File: src/rtl/pcm_fifo_reader.sv
// Consumer side of the PCM audio FIFO: paces frame fetches from the sample strobe,
// assembles 8/16-bit mono/stereo frames into signed 16-bit samples and applies volume.
module pcm_fifo_reader (
   input  logic        clk,
   input  logic        rst,
   input  logic        next_sample,
   input  logic [7:0]  rate,
   input  logic        mode_16bit,
   input  logic        mode_stereo,
   input  logic [3:0]  volume,
   input  logic [7:0]  fifo_rddata,
   input  logic        fifo_empty,
   output logic        fifo_rd_en,
   output logic [15:0] left_sample,
   output logic [15:0] right_sample,
   output logic        sample_valid,
   output logic        underrun
);

   typedef enum logic [1:0] {S_IDLE, S_FETCH, S_DRAIN, S_OUTPUT} state_t;

   state_t             state;
   logic [6:0]         acc;
   logic [7:0]         rate_eff;
   logic [7:0]         sum;
   logic [1:0]         idx;
   logic [1:0]         last;
   logic               m16;
   logic               mst;
   logic [3:0]         vol;
   logic [7:0]         b0, b1, b2;
   logic [7:0]         f0, f1, f2, f3;
   logic [15:0]        raw_l, raw_r;
   logic [4:0]         gain;
   logic signed [21:0] prod_l, prod_r;

   assign rate_eff = (rate > 8'd128) ? 8'd128 : rate;
   assign sum      = {1'b0, acc} + rate_eff;

   // FIFO handshake: fifo_rd_en pops one byte at the clock edge, and that byte is
   // presented on fifo_rddata throughout the following cycle. Never read when empty.
   assign fifo_rd_en = (state == S_FETCH) && !fifo_empty && !rst;

   // During DRAIN the last byte of the frame is still on fifo_rddata, so it is used
   // directly instead of spending a cycle storing it.
   always_comb begin
      f0    = (last == 2'd0) ? fifo_rddata : b0;
      f1    = (last == 2'd1) ? fifo_rddata : b1;
      f2    = (last == 2'd2) ? fifo_rddata : b2;
      f3    = fifo_rddata;
      raw_l = m16 ? {f1, f0} : {f0, 8'h00};
      if (!mst)
         raw_r = raw_l;
      else if (m16)
         raw_r = {f3, f2};
      else
         raw_r = {f1, 8'h00};
      gain   = (vol == 4'd0) ? 5'd0 : ({1'b0, vol} + 5'd1);
      prod_l = 22'($signed(raw_l)) * 22'($signed({1'b0, gain}));
      prod_r = 22'($signed(raw_r)) * 22'($signed({1'b0, gain}));
   end

   always_ff @(posedge clk) begin
      if (rst) begin
         state        <= S_IDLE;
         acc          <= 7'd0;
         idx          <= 2'd0;
         last         <= 2'd0;
         m16          <= 1'b0;
         mst          <= 1'b0;
         vol          <= 4'd0;
         b0           <= 8'd0;
         b1           <= 8'd0;
         b2           <= 8'd0;
         left_sample  <= 16'd0;
         right_sample <= 16'd0;
         sample_valid <= 1'b0;
         underrun     <= 1'b0;
      end else begin
         sample_valid <= 1'b0;
         underrun     <= 1'b0;
         if (next_sample)
            acc <= sum[6:0];
         case (state)
            S_IDLE: begin
               if (next_sample && sum[7]) begin
                  m16   <= mode_16bit;
                  mst   <= mode_stereo;
                  vol   <= volume;
                  // Index of the final byte: 0, 1, 1 or 3 for 8m, 8s, 16m, 16s.
                  last  <= {mode_16bit & mode_stereo, mode_16bit | mode_stereo};
                  idx   <= 2'd0;
                  state <= S_FETCH;
               end
            end
            S_FETCH: begin
               if (fifo_empty) begin
                  underrun <= 1'b1;
                  state    <= S_IDLE;
               end else begin
                  case (idx)
                     2'd1:    b0 <= fifo_rddata;
                     2'd2:    b1 <= fifo_rddata;
                     2'd3:    b2 <= fifo_rddata;
                     default: ;
                  endcase
                  if (idx == last)
                     state <= S_DRAIN;
                  else
                     idx <= idx + 2'd1;
               end
            end
            S_DRAIN: begin
               left_sample  <= prod_l[19:4];
               right_sample <= prod_r[19:4];
               sample_valid <= 1'b1;
               state        <= S_OUTPUT;
            end
            S_OUTPUT: state <= S_IDLE;
            default:  state <= S_IDLE;
         endcase
      end
   end

endmodule

File: config.mk
export PLATFORM = sky130hd
export DESIGN_NAME = pcm_fifo_reader
export DESIGN_NICKNAME = d
export VERILOG_FILES = /design/src/rtl/pcm_fifo_reader.sv
export SDC_FILE = /design/constraint.sdc
export NUM_CORES = 1
export LEC_CHECK = 0
export BUFFER_PORTS_ARGS = -buffer_cell sky130_fd_sc_hd__buf_4
export CORE_ASPECT_RATIO = 1.25
export CORE_UTILIZATION = 45
export DETAILED_ROUTE_END_ITERATION = 12
export GPL_ROUTABILITY_DRIVEN = 0
export SYNTH_ARGS = -nofsm -noshare
export SYNTH_HDL_FRONTEND = slang
export SYNTH_SLANG_ARGS = --single-unit
File: constraint.sdc
create_clock -name clk -period 8.5 [get_ports clk]
set_clock_uncertainty 0.1 [all_clocks]
set_input_delay 0.425 -clock clk [delete_from_list [all_inputs] [get_ports clk]]
set_output_delay 0.425 -clock clk [all_outputs]
set_load 0.01 [all_outputs]
==> out/results.txt <==
R2R setup slack: 2360 ps
std cell rows: 56
Worst Tran Pin Value: 959.1 ps
aggregate negative setup slack: 0 ps
antenna viol nets, final: 0
slowest cell on the critical path: sky130_fd_sc_hd__dfxtp_1
count of flip-flops with a built-in enable after synthesis: 0
initial antenna violation count: 0
Post-Layout Cell Count: 1407
Mapped Cells: 1107
total of flip-flops plus latches after synthesis: 77
register area share after synthesis: 17.46%
largest driver fanout on the critical path: 12
final worst-path cycle share: 72.27%
total clock buffers created by CTS: 9
max_slew headroom: 35.97%
delay of the slowest critical-path stage: 540 ps
number of hold buffers added after cts: 0
number of warnings issued by yosys: 0
detail-routed net length per standard cell: 15.31 µm
Avg Inst Size Synth: 7.975 µm²
remaining global-route overflow: 0
DP Cell Count: 1391
maximum number of pins on one net before global-route repair: 52
Overall Global Routing Usage: 22.95%
reg-to-reg endpoint: right_sample[15]
Die Outline Area: 20190 µm²
biggest area consumer among synthesized cells: sky130_fd_sc_hd__fa_1
Hold Fails Final Rpt: 0
clock insertion delay at the later pin of the skew report: 360 ps
cells along the critical path: nand2b_1, and2_1, mux2_2, a21oi_1, nor2_1, fa_1, fa_1, inv_1, fa_1, inv_1, ha_1, a21o_1, or3_1, a31o_2, a41oi_1, o21ai_0, xnor3_1, nand2_1, a21oi_1
count of cells along the worst hold path: 2
gate family responsible for the most delay along the worst path: adder cells
violation count after the first detailed-routing iteration: 241
antenna diode count: 0
die boundary height: 158.6 µm
Worst Min Path Start: fifo_empty
Maximum Capacitance Violations: 0
Final Power: 1.142 mW
Mapped Nets: 1304
# DRC: 0
power per unit of standard cell area: 116.7 nW/µm²
root buffer cell: sky130_fd_sc_hd__clkbuf_16
fmax: 162.8 MHz
area share of the largest cell type after synthesis: 21.09%
horizontal die dimension: 127.3 µm
HPWL after detailed placement: 17000 µm
number of gates resized after cts: 0
largest cells by area after synthesis: sky130_fd_sc_hd__fa_1, sky130_fd_sc_hd__dfxtp_1, sky130_fd_sc_hd__ha_1, sky130_fd_sc_hd__nor2_1, sky130_fd_sc_hd__inv_1
proportion of register bits with asynchronous set or reset after synthesis: 0%
worst r2r path cells: 19
critical path launch point type: flop
Critical path buffers and inverters: 2
Top Ports: 61
capturing element type of the critical path: flop
post-route worst hold slack: 180.7 ps
final period demand of the worst path: 6143 ps
most frequent cells in the layout: sky130_fd_sc_hd__nor2_1, sky130_fd_sc_hd__inv_1, sky130_fd_sc_hd__nand2_1
vias post-DR: 7213
unrepaired setup endpoints after global routing: no
share of cells above drive strength 1: 10.12%
unique cell type count in the Yosys netlist: 61
vias per std cell: 5.127
CTS sink count: 77
maximum level of the CTS H-tree: 3
initial core utilization: 46.49%
post-CTS setup-driven buffer insertion count: 0
number of setup violations in the final report: 0
area of the core: 18990 µm²
CTS Buffer Depth: 2
signed area change from the synthesized netlist to the final layout: 10.84%
count of final max-slew check failures: 0
clock-pin transition on the worst setup and hold timing paths: 70 ps
commonest non-fill, non-tap cell in the layout: sky130_fd_sc_hd__nor2_1
reg-to-reg startpoint: last[1]
Layout Utilization: 51.54%
number of iterations in the first detailed-routing pass: 5
Crit path arrival time: 6330 ps
type of the worst setup path: flop to flop
Net count, final: 1338
Peak supply drop: 0.0001075 V
type of the most critical hold path: input port to flop
first-pass GRT wire length: 36160 µm
sum of routed wire length over all layers: 21550 µm
leakage component of the power: 4.697 nW
run status: complete, no violations
required time worst endpoint: 8690 ps
synthesized cell area: 8828 µm²
total of buffers placed on input and output ports: 60
top flip-flop cell by instance count after synthesis: sky130_fd_sc_hd__dfxtp_1
cell seen most often among critical-path stages: sky130_fd_sc_hd__fa_1
number of global-route vias before repair: 7339
CTS tree: yes
## layout make-up
class                      instances  area (µm²)
sequential                        77        1541
multi-input combinational        826        6523
clock buffer                       9       225.2
tap                              261       326.6
fill                            1856        9203
timing repair buffer              68       510.5
clock inverter                     7       62.56
inverter                         159       596.8
## metrics by stage
step	instance area, µm²	setup slack, ps
2_1_floorplan	8828	3129
3_3_place_gp	9498	2521
3_5_place_dp	9498	2441
4_1_cts	9786	2367
5_1_grt	9786	1961
6_report	9786	2357
## synthesized netlist by cell type, types with 10 or more instances
library cell,number
sky130_fd_sc_hd__a21oi_1,82
sky130_fd_sc_hd__nor3_1,13
sky130_fd_sc_hd__mux2i_1,33
sky130_fd_sc_hd__a21o_1,15
sky130_fd_sc_hd__fa_1,93
sky130_fd_sc_hd__xnor2_1,33
sky130_fd_sc_hd__nor2_1,189
sky130_fd_sc_hd__clkbuf_1,35
sky130_fd_sc_hd__nand3_1,15
sky130_fd_sc_hd__o21ai_0,17
sky130_fd_sc_hd__nand2_1,113
sky130_fd_sc_hd__nand2b_1,15
sky130_fd_sc_hd__nor2b_1,10
sky130_fd_sc_hd__ha_1,78
sky130_fd_sc_hd__mux2_2,15
sky130_fd_sc_hd__inv_1,158
sky130_fd_sc_hd__dfxtp_1,77
## flip-flops by register name (all words and copies together), names as in the netlist, named ones only
register      count
b0                8
idx               2
acc               7
last              2
vol               4
left_sample      16
sample_valid      1
state             1
b2                8
b1                8
right_sample     16
m16               1
underrun          1
mst               1
## worst max-delay path by stage
| stage | from | endpoint | slack, ps | cells past startpoint |
|---|---|---|---|---|
| 6_report | last[1] | right_sample[15] | 2360 | 19 |
| 3_3_place_gp | last[1] | right_sample[15] | 2520 | 19 |
| 3_5_place_dp | last[1] | right_sample[15] | 2440 | 19 |
| 2_1_floorplan | m16 | right_sample[15] | 3130 | 20 |
| 4_1_cts | last[1] | right_sample[15] | 2370 | 19 |
| 5_1_grt | last[1] | right_sample[15] | 1960 | 19 |
## routing by layer
layer	up-vias	global-route usage [%]	wire length, µm
met5	-	0	0
met4	0	7.086	482
met3	24	3.259	650
met2	109	41.74	10810
met1	3448	27.92	9601
li1	3632	-	-
## report_power, final
| part | switching, mW | internal (mW) | leakage [nW] |
|---|---|---|---|
| sequential | 0.0123 | 0.370 | 0.623 |
| clock | 0.192 | 0.206 | 0.145 |
| combinational | 0.216 | 0.145 | 3.93 |
| total | 0.420 | 0.721 | 4.70 |
## kinds of logic (layout without fill, tap and decap cells)
kind of cell / Yosys count / after routing / share of synthesized area [%]
compound gates: 174 / 174 / 12.61
xor+xnor: 41 / 41 / 4.223
fa+ha+maj: 171 / 171 / 32.14
buf+inv: 204 / 243 / 8.773
flops: 77 / 77 / 17.46
mux: 49 / 49 / 5.782
simple gates: 391 / 391 / 19.01
## worst reg2reg max path, cell delays in order, from the launching register on
cell and delay (ps):
sky130_fd_sc_hd__dfxtp_1 540, sky130_fd_sc_hd__nand2b_1 460, sky130_fd_sc_hd__and2_1 440, sky130_fd_sc_hd__mux2_2 380
sky130_fd_sc_hd__a21oi_1 320, sky130_fd_sc_hd__nor2_1 100, sky130_fd_sc_hd__fa_1 490, sky130_fd_sc_hd__fa_1 500
sky130_fd_sc_hd__inv_1 60, sky130_fd_sc_hd__fa_1 530, sky130_fd_sc_hd__inv_1 40, sky130_fd_sc_hd__ha_1 370
sky130_fd_sc_hd__a21o_1 270, sky130_fd_sc_hd__or3_1 350, sky130_fd_sc_hd__a31o_2 240, sky130_fd_sc_hd__a41oi_1 340
sky130_fd_sc_hd__o21ai_0 160, sky130_fd_sc_hd__xnor3_1 210, sky130_fd_sc_hd__nand2_1 50, sky130_fd_sc_hd__a21oi_1 140
No activity file was read; power rests on OpenSTA's default activity.
